**config.mk**
```make
export PLATFORM = sky130hd
export DESIGN_NAME = encoder_param_ctrl_flat
export DESIGN_NICKNAME = d
export VERILOG_FILES = /design/src/rtl/encoder_param_ctrl_if.sv /design/src/rtl/encoder_param_ctrl.sv /design/src/flat_wrapper.sv
export SDC_FILE = /design/constraint.sdc
export NUM_CORES = 1
export LEC_CHECK = 0
export CORE_AREA = 2 2 133 135
export CTS_BUF_LIST = sky130_fd_sc_hd__clkbuf_2 sky130_fd_sc_hd__clkbuf_4 sky130_fd_sc_hd__clkbuf_8
export DETAILED_ROUTE_END_ITERATION = 8
export DIE_AREA = 0 0 135 137
export PLACE_DENSITY = 0.51
export SYNTH_ARGS = -nofsm -noshare
export SYNTH_HDL_FRONTEND = slang
export SYNTH_SLANG_ARGS = --single-unit
```
**constraint.sdc**
```tcl
create_clock -name clk_10k -period 2.8 [get_ports clk_10k]
set_input_delay 0.28 -clock clk_10k [delete_from_list [all_inputs] [get_ports clk_10k]]
set_output_delay 0.28 -clock clk_10k [all_outputs]
set_load 0.02 [all_outputs]
```
**src/rtl/encoder_param_ctrl_if.sv**
```systemverilog
// Encoder pin bundle in, selected channel / mode / channel values / step pulses out.
interface encoder_param_ctrl_if;
  logic [3:0]  d_encoder;
  logic [1:0]  sel;
  logic        edit_mode;
  logic [63:0] cntr_bus;
  logic        step_cw;
  logic        step_ccw;

  modport master (
    output d_encoder,
    input  sel, edit_mode, cntr_bus, step_cw, step_ccw
  );

  modport slave (
    input  d_encoder,
    output sel, edit_mode, cntr_bus, step_cw, step_ccw
  );
endinterface

```
**src/rtl/encoder_param_ctrl.sv**
```systemverilog
// Rotary-encoder parameter editor: the encoder selects one of four channels or edits its
// value, the button toggles SELECT/EDIT, and EDIT falls back to SELECT after idling.
module encoder_param_ctrl #(
  parameter int unsigned MAX_VAL      = 999,
  parameter int unsigned DEBOUNCE_CYC = 200,
  parameter int unsigned TIMEOUT_CYC  = 50000
) (
  input  logic                clk_10k,
  input  logic                rst,
  encoder_param_ctrl_if.slave enc
);
  localparam int unsigned N_CH  = 4;
  localparam int unsigned VAL_W = 16;
  localparam int unsigned DB_W  = $clog2(DEBOUNCE_CYC + 1);
  localparam int unsigned TO_W  = $clog2(TIMEOUT_CYC + 1);

  typedef enum logic {
    ST_SELECT = 1'b0,
    ST_EDIT   = 1'b1
  } state_t;

  state_t                      state_q, state_d;
  logic [1:0]                  q_ab;
  logic [3:0]                  hist;
  logic                        cw_c, ccw_c;
  logic                        btn_s1, btn_s2, btn_db, press_q;
  logic [DB_W-1:0]             db_cnt;
  logic [TO_W-1:0]             tcnt_q, tcnt_d;
  logic [1:0]                  sel_q, sel_d;
  logic [N_CH-1:0][VAL_W-1:0]  chan_q, chan_d;
  logic [VAL_W-1:0]            cur_val;
  logic                        step_cw_q, step_cw_d;
  logic                        step_ccw_q, step_ccw_d;
  logic                        unused_pin;

  assign unused_pin = enc.d_encoder[3];

  // Quadrature sample plus a two-deep history of distinct A/B states
  always_ff @(posedge clk_10k or negedge rst) begin
    if (!rst) begin
      q_ab <= 2'b00;
      hist <= 4'b1111;
    end else begin
      q_ab <= enc.d_encoder[1:0];
      if (q_ab != hist[1:0]) begin
        hist <= {hist[1:0], q_ab};
      end
    end
  end

  // A detent completes when 11 is reached via 00->10 (CW) or 00->01 (CCW)
  assign cw_c  = (q_ab == 2'b11) && (hist == 4'b0010);
  assign ccw_c = (q_ab == 2'b11) && (hist == 4'b0001);

  // Button synchroniser, debouncer and single-cycle press event on 1->0
  always_ff @(posedge clk_10k or negedge rst) begin
    if (!rst) begin
      btn_s1  <= 1'b1;
      btn_s2  <= 1'b1;
      btn_db  <= 1'b1;
      db_cnt  <= '0;
      press_q <= 1'b0;
    end else begin
      btn_s1  <= enc.d_encoder[2];
      btn_s2  <= btn_s1;
      press_q <= 1'b0;
      if (btn_s2 == btn_db) begin
        db_cnt <= '0;
      end else if (db_cnt == DB_W'(DEBOUNCE_CYC - 1)) begin
        btn_db  <= btn_s2;
        db_cnt  <= '0;
        press_q <= ~btn_s2;
      end else begin
        db_cnt <= db_cnt + DB_W'(1);
      end
    end
  end

  // State and datapath registers
  always_ff @(posedge clk_10k or negedge rst) begin
    if (!rst) begin
      state_q    <= ST_SELECT;
      sel_q      <= '0;
      chan_q     <= '0;
      tcnt_q     <= '0;
      step_cw_q  <= 1'b0;
      step_ccw_q <= 1'b0;
    end else begin
      state_q    <= state_d;
      sel_q      <= sel_d;
      chan_q     <= chan_d;
      tcnt_q     <= tcnt_d;
      step_cw_q  <= step_cw_d;
      step_ccw_q <= step_ccw_d;
    end
  end

  // Next state: a press always wins over a detent that lands in the same cycle
  always_comb begin
    state_d    = state_q;
    sel_d      = sel_q;
    chan_d     = chan_q;
    tcnt_d     = tcnt_q;
    step_cw_d  = 1'b0;
    step_ccw_d = 1'b0;
    cur_val    = chan_q[sel_q];

    unique case (state_q)
      ST_SELECT: begin
        tcnt_d = '0;
        if (press_q) begin
          state_d = ST_EDIT;
        end else if (cw_c) begin
          sel_d     = sel_q + 2'd1;
          step_cw_d = 1'b1;
        end else if (ccw_c) begin
          sel_d      = sel_q - 2'd1;
          step_ccw_d = 1'b1;
        end
      end

      ST_EDIT: begin
        if (press_q) begin
          state_d = ST_SELECT;
          tcnt_d  = '0;
        end else if (cw_c) begin
          chan_d[sel_q] = (cur_val == VAL_W'(MAX_VAL)) ? '0 : cur_val + VAL_W'(1);
          tcnt_d        = '0;
          step_cw_d     = 1'b1;
        end else if (ccw_c) begin
          chan_d[sel_q] = (cur_val == '0) ? VAL_W'(MAX_VAL) : cur_val - VAL_W'(1);
          tcnt_d        = '0;
          step_ccw_d    = 1'b1;
        end else if (tcnt_q == TO_W'(TIMEOUT_CYC - 1)) begin
          state_d = ST_SELECT;
          tcnt_d  = '0;
        end else begin
          tcnt_d = tcnt_q + TO_W'(1);
        end
      end

      default: begin
        state_d = ST_SELECT;
      end
    endcase
  end

  assign enc.sel       = sel_q;
  assign enc.edit_mode = (state_q == ST_EDIT);
  assign enc.cntr_bus  = chan_q;
  assign enc.step_cw   = step_cw_q;
  assign enc.step_ccw  = step_ccw_q;

endmodule

```
**src/flat_wrapper.sv**
```systemverilog
// flat-port wrapper written by rule: the top's interface ports become plain ports
module encoder_param_ctrl_flat 
#(
  parameter int unsigned MAX_VAL      = 999,
  parameter int unsigned DEBOUNCE_CYC = 200,
  parameter int unsigned TIMEOUT_CYC  = 50000
)
  (clk_10k, rst, enc_d_encoder, enc_sel, enc_edit_mode, enc_cntr_bus, enc_step_cw, enc_step_ccw);
  encoder_param_ctrl_if enc_i ();
  input  logic clk_10k;
  input  logic rst;
  input wire logic [$bits(enc_i.d_encoder)-1:0] enc_d_encoder;
  output wire logic [$bits(enc_i.sel)-1:0] enc_sel;
  output wire logic [$bits(enc_i.edit_mode)-1:0] enc_edit_mode;
  output wire logic [$bits(enc_i.cntr_bus)-1:0] enc_cntr_bus;
  output wire logic [$bits(enc_i.step_cw)-1:0] enc_step_cw;
  output wire logic [$bits(enc_i.step_ccw)-1:0] enc_step_ccw;
  assign enc_i.d_encoder = enc_d_encoder;
  assign enc_sel = enc_i.sel;
  assign enc_edit_mode = enc_i.edit_mode;
  assign enc_cntr_bus = enc_i.cntr_bus;
  assign enc_step_cw = enc_i.step_cw;
  assign enc_step_ccw = enc_i.step_ccw;
  encoder_param_ctrl #(.MAX_VAL(MAX_VAL), .DEBOUNCE_CYC(DEBOUNCE_CYC), .TIMEOUT_CYC(TIMEOUT_CYC)) u_core (.clk_10k(clk_10k), .rst(rst), .enc(enc_i));
endmodule
```
======== Word level (Yosys, flattened, before mapping) ========
Cells that the tools add are included.
storage, ports and cells
  register bits after elaboration ......... 103
  bits of input ports ..................... 6
cells by class
  eq/ne operators ......................... 8
  reductions and logical operators ........ 8
  add/subtract/negate cells ............... 6
  mux-type cells .......................... 32
  order comparisons ....................... 2
  bitwise operators ....................... 4
operator list
  operator                                                                 count
  64-bit bitwise mux                                                       2
  16-bit two-way mux                                                       8
  64-bit two-way mux                                                       2
  16-bit by 1-bit adder with 16-bit output, second input constant          2
  16-bit binary-select mux with 2-bit select                               1
  16-bit demux with 2-bit select                                           1
  16-bit case mux with 2 select lines                                      1
  16-bit by 10-bit equality test with 1-bit output, second input constant  1
  16-bit equality test, second input constant                              1
  16-bit zero test                                                         1
  8-bit two-way mux                                                        2
  16-bit by 1-bit subtractor with 16-bit output, second input constant     1
  1-bit two-way mux                                                        12
  8-bit by 1-bit adder with 8-bit output, second input constant            1
  8-bit equality test, second input constant                               1
  3-bit AND reduction                                                      2
  4-bit by 1-bit equality test with 1-bit output, second input constant    1
  4-bit by 2-bit equality test with 1-bit output, second input constant    1
  2-bit two-way mux                                                        2
  1-bit NOT                                                                4
  1-bit logical AND                                                        3
  2-bit by 3-bit < comparator with 1-bit output, second input constant     1
  2-bit by 1-bit adder with 2-bit output, second input constant            1
  2-bit equality test, second input constant                               1
  7 further kinds                                                          7

======== Longest topological paths before layout ========
Gate-level depths: netlist of run 1.
  depth in word-level cells ............... 7
  gate-level depth with buffers ........... 11

======== Worst setup path after synthesis of run 1 ========
Ideal clock, no wire load.
  path kind ............................... reg2reg
  from .................................... register u_core.sel_q[0], in the netlist u_core.enc.sel[0]
  to ...................................... register u_core.chan_q (netlist bit u_core.enc.cntr_bus[14])
  stages on the path, launching flop included .. 12
  path buffers ............................ 2
  data required time ...................... 2675 ps
  slack ................................... -60 ps
  clock period less this slack ............ 2860 ps
  setup time .............................. 125 ps
  data arrival time ....................... 2736 ps
  cell sequence ........................... dfrtp_1 buf_4 mux4_2 inv_1 ha_1 nand2_1 o22ai_1 and4_1 buf_4 a21bo_2 a31oi_1 mux2_2
on the way
  cells in the longest elaborated chain, start to end .. 7
RTL lines
  element                                                                        RTL line                                                                         source
  from (decl)                                                                    encoder_param_ctrl.sv:29                                                         logic [1:0] sel_q, sel_d;
  from (signal assigned)                                                         encoder_param_ctrl.sv:90                                                         sel_q <= sel_d;
  16-bit binary-select mux with 2-bit select (tied with other cells)             encoder_param_ctrl.sv:106                                                        cur_val = chan_q[sel_q];
  16-bit two-way mux (implied by the code) or 1-bit logical AND (tied branches)  encoder_param_ctrl.sv:106, encoder_param_ctrl.sv:127, encoder_param_ctrl.sv:131
  16-bit by 1-bit subtractor with 16-bit output (tied with other cells)          encoder_param_ctrl.sv:131                                                        chan_d[sel_q] = (cur_val == '0) ? VAL_W'(MAX_VAL) : cur_val - VAL_W'(1);
  16-bit two-way mux or 16-bit demux with 2-bit select (tied branches)           -
  64-bit bitwise mux                                                             encoder_param_ctrl.sv:131
  64-bit two-way mux                                                             encoder_param_ctrl.sv:130                                                        end else if (ccw_c) begin
  64-bit two-way mux *                                                           encoder_param_ctrl.sv:126                                                        end else if (cw_c) begin
  to (signal assigned)                                                           encoder_param_ctrl.sv:91                                                         chan_q <= chan_d;
  to (decl)                                                                      encoder_param_ctrl.sv:30                                                         logic [N_CH-1:0][VAL_W-1:0] chan_q, chan_d;
Every way passes the cells marked *; elsewhere a longest branch is shown, timed or not. The select of a mux whose other input is x is not followed.
A chain may end at the register's enable or synchronous reset.

======== Worst setup path after layout of run 1 ========
  from .................................... register u_core.sel_q[0], in the netlist u_core.enc.sel[0]
  to ...................................... register u_core.chan_q (netlist bit u_core.enc.cntr_bus[60])
The elaborated chain is that of the path after synthesis.

==> results.yml, run 1 <==
routing:
  firstDrtPassIters: 5
  wirelength_um: 16300
  viasPerCell: 5.23
  ant_nets: 0
  routed-via-count: 4826
  wl_per_cell_um: 17.7
  drt_iter0_drc: 289
  route.detailed.drc: 0
power:
  powerDensity_nw_per_um2: 457
  leakage_nw: 3.09
  ir_drop_v: 0.000259
  totalPowerFinal_mw: 3.40
setup_path:
  cp-startpoint: "u_core.enc.sel[0]$_DFFE_PN0P_"
  crit_required_ns: 3.08
  path_class: "register to register"
  start_kind: "register"
  arrival_ns: 3.03
  crit_fanout: 7
  r2r_start: "u_core.enc.sel[0]$_DFFE_PN0P_"
  endpoint_kind: "register"
synth:
  ys_ff_latch: 103
  synth_edf_count: 0
  synth-main-ff-cell: "dfrtp_1"
  synthDistinctLibCells: 65
  netlist_instances: 564
  syn_area_um2: 5570
  syn_area_per_cell_um2: 9.88
  yosysWarnings: 0
  seq_area_frac_synth_pct: 46.4
  syn-num-nets: 574
  synthArstFlopShare_pct: 100
hold_path:
  min_from: "enc_d_encoder[1]"
  hold_path_class: "input port to register"
floorplan:
  rows: 48
  fp.dieArea_um2: 18500
  die_h_um: 137
  io_pins: 75
  design.core.area_um2: 17100
  start_util_pct: 32.7
  die_w_um: 135
sta:
  min_period_ns: 2.76
  clock_skew_ns: 0.0118
  finalHoldViolations: 0
  rsz0062_at_grt: "yes"
  tightest_slew_ns: 0.781
  setup_ws_ns: 0.0437
  fin_setup_tns_ns: 0
  fin_crit_sh_pct: 98.4
  fmax_ghz: 0.363
  finalMaxSlewViolations: 0
  final-setup-viol-count: 0
  slew_headroom_pct: 48.0
placed_design:
  port-buffer-count: 73
  pre_cts_ws_ns: -0.0639
  dp_hpwl_um: 11700
  dp.cells: 895
  dpl_cell_area_um2: 6950
  place_congestion: 0.876
global_routing:
  grt_max_degree: 59
  overflow: 0
  antenna_found_initial: 0
  grt_pass1_vias: 4797
  track_usage_pct: 18.2
  grt_pass1_wl_um: 26000
cts:
  htree_levels: 3
  clock_sinks: 103
  cts_tree: "done"
  cts_buffer_depth: 2
  numCtsBuffers: 9
  clk_pin_slew_worst_paths_ns: 0.10
  clk_latency_ns: 0.39
  cts-root-buf: "clkbuf_8"
run_status:
  status: "completed"
flow_run:
  maxCapViolations: 0
final_layout:
  nets: 703
  n_antenna_cell: 0
  area_delta_synth_final_pct: 33.3
  layout-drive-gt1-share_pct: 23.5
  final_area_um2: 7430
  fin_cells: 923
  nFillCells: 1663
-- layout by cell type, fill, tap and decap left out, drive strengths merged, types with 3 or more instances in the layout --
master and instances:
dfrtp 96, buf 78, clkdlybuf4s50 72, nor2 69, nand2 66, o21ai 38, nand3 24, a21oi 20
xor2 18, mux4 16, xnor2 15, nand4 14, a31oi 14, inv 14, nor3 11, clkbuf 11
nor4 11, and3 10, o211ai 8, mux2 7, mux2i 7, dfstp 7, nand2b 6, nand4b 5
o31ai 5, or2 4, ha 4, and4 3, o2bb2ai 3, nor2b 3, clkinvlp 3, a211oi 3
a22oi 3
-- logic make-up after synthesis --
| family | share of synthesized area (%) |
|---|---|
| compound gates | 13.4 |
| xor+xnor | 5.19 |
| fa+ha+maj | 0.898 |
| buf+inv | 3.55 |
| flops | 46.4 |
| mux | 9.14 |
| simple gates | 21.5 |
-- per-layer routing --
layer	share of wire [%]	track usage, %
met3	5.5	4.52
met4	1.3	4.05
met2	50	31.6
met5	0	0
met1	43	22.9
-- worst max-delay path, cell delays in order, from the launching register on --
cell and delay (ns):
dfrtp_2 0.51, buf_6 0.16, mux4_2 0.56, nor4_4 0.37, and4_1 0.27, buf_6 0.16
buf_4 0.12, a21oi_1 0.07, a211oi_2 0.22, buf_4 0.16, o21ai_1 0.06
-- state kept, by name, indices dropped and copies added, names as in the netlist --
| signal | count |
|---|---|
| u_core.btn_db | 1 |
| u_core.btn_s1 | 1 |
| u_core.btn_s2 | 1 |
| u_core.db_cnt | 8 |
| u_core.enc.cntr_bus | 64 |
| u_core.enc.edit_mode | 1 |
| u_core.enc.sel | 2 |
| u_core.enc.step_ccw | 1 |
| u_core.enc.step_cw | 1 |
| u_core.hist | 4 |
| u_core.press_q | 1 |
| u_core.q_ab | 2 |
| u_core.tcnt_q | 16 |
-- metrics by stage --
stage | hold slack [ns] | utilization [%]
finish | 0.320 | 43.6
global route | 0.290 | 43.6
CTS | 0.293 | 41.9
detailed placement | 0.351 | 40.8
global placement | 0.347 | 40.8
floorplan | -0.0156 | -
-- area by class of cell --
class	instances	area (µm²)	area share, %
Inverter	12	45.0	0.606
Multi-Input combinational cell	416	2950	39.7
Clock inverter	5	40.0	0.539
Timing Repair Buffer	151	1380	18.6
Clock buffer	11	139	1.87
Tap cell	225	282	3.79
Sequential cell	103	2590	34.8
-- power breakdown --
| part | internal (mW) | switching [mW] | leakage (nW) |
|---|---|---|---|
| logic | 0.475 | 0.473 | 1.61 |
| clock network | 0.350 | 0.525 | 0.0834 |
| registers | 1.52 | 0.0558 | 1.40 |
-- synthesized netlist by cell type, types with 3 or more instances --
cell type,number,share of area [%]
nor4_1,7,0.79
a21oi_1,18,1.6
mux2_2,7,1.4
or2_2,3,0.34
inv_1,12,0.81
nand2_1,66,4.4
mux4_2,16,6.5
nand4_1,14,1.6
ha_1,4,0.90
o31ai_1,5,0.67
nand4b_1,5,0.79
clkbuf_1,20,1.3
o211ai_1,8,1.1
nand2b_1,6,0.67
dfrtp_1,96,43
mux2i_1,7,1.3
xor2_1,18,2.8
o21ai_0,36,3.2
buf_4,4,0.54
nor2_1,69,4.6
nand3_1,24,2.2
buf_1,3,0.20
nor2b_1,3,0.34
a31oi_1,14,1.6
and3_1,10,1.1
o2bb2ai_1,3,0.47
dfstp_2,7,3.3
buf_2,5,0.45
xnor2_1,15,2.4
nor3_1,11,0.99
and4_1,3,0.47
-- timing repair --
| action | in CTS | in global routing |
|---|---|---|
| resized for setup | 2 | 35 |
| hold buffers | 1 | 0 |
| buffers inserted | 0 | 11 |
| pin swaps | 0 | 12 |
| endpoints found under the hold margin | 48 | 0 |
| endpoints found under the setup margin | 11 | 56 |
-- worst paths after layout --
| path | endpoint | slack, ns | cells past startpoint |
|---|---|---|---|
| worst max-delay path | u_core.enc.cntr_bus[60]$_DFFE_PN0P_ | 0.04 | 10 |
| worst min-delay path | u_core.q_ab[1]$_DFF_PN0_ | 0.32 | 1 |
| worst max register to register | u_core.enc.cntr_bus[60]$_DFFE_PN0P_ | 0.04 | 10 |
| worst min register to register | u_core.btn_s2$_DFF_PN1_ | 0.36 | 0 |
| max in group asynchronous | u_core.btn_s1$_DFF_PN1_ | 1.55 | 3 |
| min in group asynchronous | u_core.enc.cntr_bus[38]$_DFFE_PN0P_ | 0.50 | 2 |
No activity file was read; power rests on OpenSTA's default activity.
==> run 2, diff against run 1 <==
--- a/config.mk
+++ b/config.mk
@@ -10,6 +10,7 @@
 export DETAILED_ROUTE_END_ITERATION = 8
 export DIE_AREA = 0 0 135 137
 export PLACE_DENSITY = 0.51
+export SLEW_MARGIN = 10
 export SYNTH_ARGS = -nofsm -noshare
 export SYNTH_HDL_FRONTEND = slang
 export SYNTH_SLANG_ARGS = --single-unit
==> results of run 2 <==
No change in the layout: final DEF, timing and power equal those of run 1.
==> run 3, diff against run 2 <==
--- a/config.mk
+++ b/config.mk
@@ -5,11 +5,11 @@
 export SDC_FILE = /design/constraint.sdc
 export NUM_CORES = 1
 export LEC_CHECK = 0
-export CORE_AREA = 2 2 133 135
+export CORE_AREA = 2 2 159 114
 export CTS_BUF_LIST = sky130_fd_sc_hd__clkbuf_2 sky130_fd_sc_hd__clkbuf_4 sky130_fd_sc_hd__clkbuf_8
 export DETAILED_ROUTE_END_ITERATION = 8
-export DIE_AREA = 0 0 135 137
-export PLACE_DENSITY = 0.51
+export DIE_AREA = 0 0 161 116
+export PLACE_DENSITY = 0.57
 export SLEW_MARGIN = 10
 export SYNTH_ARGS = -nofsm -noshare
 export SYNTH_HDL_FRONTEND = slang
==> constraint.sdc (replaced) <==
create_clock -name clk_10k -period 2.5 [get_ports clk_10k]
set_input_delay 0.25 -clock clk_10k [delete_from_list [all_inputs] [get_ports clk_10k]]
set_output_delay 0.25 -clock clk_10k [all_outputs]
set_load 0.02 [all_outputs]
==> results.yml, run 3 (synthesis gave the netlist of run 1 again) <==
routing:
  routed-via-count: 5209
  ant_nets: 0
  wirelength_um: 17900
  drt_iter0_drc: 376
  route.detailed.drc: 0
  wl_per_cell_um: 18.4
  firstDrtPassIters: 4
  viasPerCell: 5.36
sta:
  min_period_ns: 2.80
  clock_skew_ns: 0.0182
  tightest_slew_ns: 0.664
  slew_headroom_pct: 55.7
  fin_crit_sh_pct: 112
  rsz0062_at_grt: "yes"
  finalHoldViolations: 0
  fmax_ghz: 0.357
  final-setup-viol-count: 60
  finalMaxSlewViolations: 0
  setup_ws_ns: -0.304
placed_design:
  dpl_cell_area_um2: 7310
  port-buffer-count: 73
  dp_hpwl_um: 13100
  pre_cts_ws_ns: -0.331
  dp.cells: 934
  place_congestion: 0.912
power:
  ir_drop_v: 0.000282
  leakage_nw: 3.43
  powerDensity_nw_per_um2: 528
cts:
  clock_sinks: 103
  cts_buffer_depth: 2
  clk_latency_ns: 0.40
  cts_tree: "done"
  htree_levels: 3
  numCtsBuffers: 9
  clk_pin_slew_worst_paths_ns: 0.10
  cts-root-buf: "clkbuf_8"
final_layout:
  largest_reg_flops: 64
  fin_cells: 972
  n_antenna_cell: 0
  area_delta_synth_final_pct: 45.5
  register_area_um2: 2590
  nFillCells: 1573
  nets: 746
  final_area_um2: 8110
  final_cell_mix: "buf_4, dfrtp_1, clkdlybuf4s50_1"
  mostFrequentLayoutCell: "buf_4"
  layout-drive-gt1-share_pct: 31.8
  multi_input_area_um2: 3240
floorplan:
  io_pins: 75
  die_w_um: 161
  rows: 40
  start_util_pct: 32.8
  fp.dieArea_um2: 18700
  die_h_um: 116
  design.core.area_um2: 17000
global_routing:
  grt_max_degree: 56
  track_usage_pct: 19.6
  antenna_found_initial: 0
  overflow: 0
  grt_pass1_wl_um: 28400
  grt_pass1_vias: 5114
setup_path:
  start_kind: "register"
  crit_path_cell_trace: "mux4_2 -> inv_2 -> ha_4 -> nand2_4 -> o22ai_4 -> and4_4 -> buf_6 -> buf_4 -> a21oi_1 -> a211oi_4 -> a21oi_1"
  arrival_ns: 3.07
  path_class: "register to register"
  cp_num_buf_inv: 3
  crit_required_ns: 2.77
  endpoint_kind: "register"
  slowest_delay_ns: 0.59
  critPathSlowestCell: "mux4_2"
  cp_top_family: "compound AO/OA/AOI/OAI gates"
  crit_fanout: 8
  path_common_cell: "a21oi_1"
run_status:
  status: "finished with violations"
  violations: "setup timing"
flow_run:
  maxCapViolations: 0
hold_path:
  hold_path_class: "input port to register"
-- run 3: changes by cell type in the layout (fill, tap and decap cells not counted), sizes merged --
cell / change
buf: +43
bufinv: +2
clkbuf: -1
clkinv: +2
clkinvlp: -3
-- run 3: layout make-up --
type	count	share of cell area, %
clock buffers	10	1.70
inverters	12	0.586
repair buffers	194	21.2
clock inverters	6	1.13
well taps	231	3.56
multi-input cells	416	39.9
flip-flops and latches	103	31.9
-- run 3: final timing paths --
check                      slack (ns)                     startpoint  depth (start not counted)                             endpoint
setup / recovery                -0.30  u_core.enc.sel[0]$_DFFE_PN0P_                         11  u_core.enc.cntr_bus[44]$_DFFE_PN0P_
hold / removal                   0.27               enc_d_encoder[2]                          1              u_core.btn_s1$_DFF_PN1_
setup reg to reg                -0.30  u_core.enc.sel[0]$_DFFE_PN0P_                         11  u_core.enc.cntr_bus[44]$_DFFE_PN0P_
hold reg to reg                  0.36        u_core.btn_s1$_DFF_PN1_                          0              u_core.btn_s2$_DFF_PN1_
max in group asynchronous        1.31                            rst                          3           u_core.hist[2]$_DFFE_PN1P_
min in group asynchronous        0.44                            rst                          2  u_core.enc.cntr_bus[28]$_DFFE_PN0P_
-- run 3: per-stage QoR --
stage | TNS (ns) | hold slack (ns) | power (mW) | utilization (%)
floorplan | -1.61 | -0.0456 | 2.34 | -
finish | -12.76 | 0.270 | 4.28 | 47.7
CTS | -10.16 | 0.251 | 4.18 | 46.1
global placement | -12.00 | 0.314 | 2.77 | 42.9
global route | -18.19 | 0.263 | 4.47 | 47.7
detailed placement | -14.40 | 0.324 | 2.79 | 42.9
-- run 3: power by group --
group	internal, mW	switching [mW]	total [mW]	leakage (nW)
clock	0.599	0.621	1.22	0.117
combinational	0.671	0.635	1.31	1.91
sequential	1.70	0.0573	1.76	1.40
total	2.97	1.31	4.28	3.43
-- run 3: repair_timing --
action | CTS | global route
endpoints found under the hold margin | 45 | 0
resized for setup | 48 | 46
pin swaps | 20 | 26
endpoints found under the setup margin | 60 | 62
hold buffers | 1 | 0
setup buffers | 12 | 10
-- run 3: per-layer routing --
metal	vias up	wire length, µm	global-route usage (%)	share of wire (%)
li1	2382	-	-	-
met1	2615	8850	29.5	49
met2	188	7540	28.0	42
met3	24	1230	4.62	6.9
met4	0	277	5.77	1.5
met5	-	0	0	0
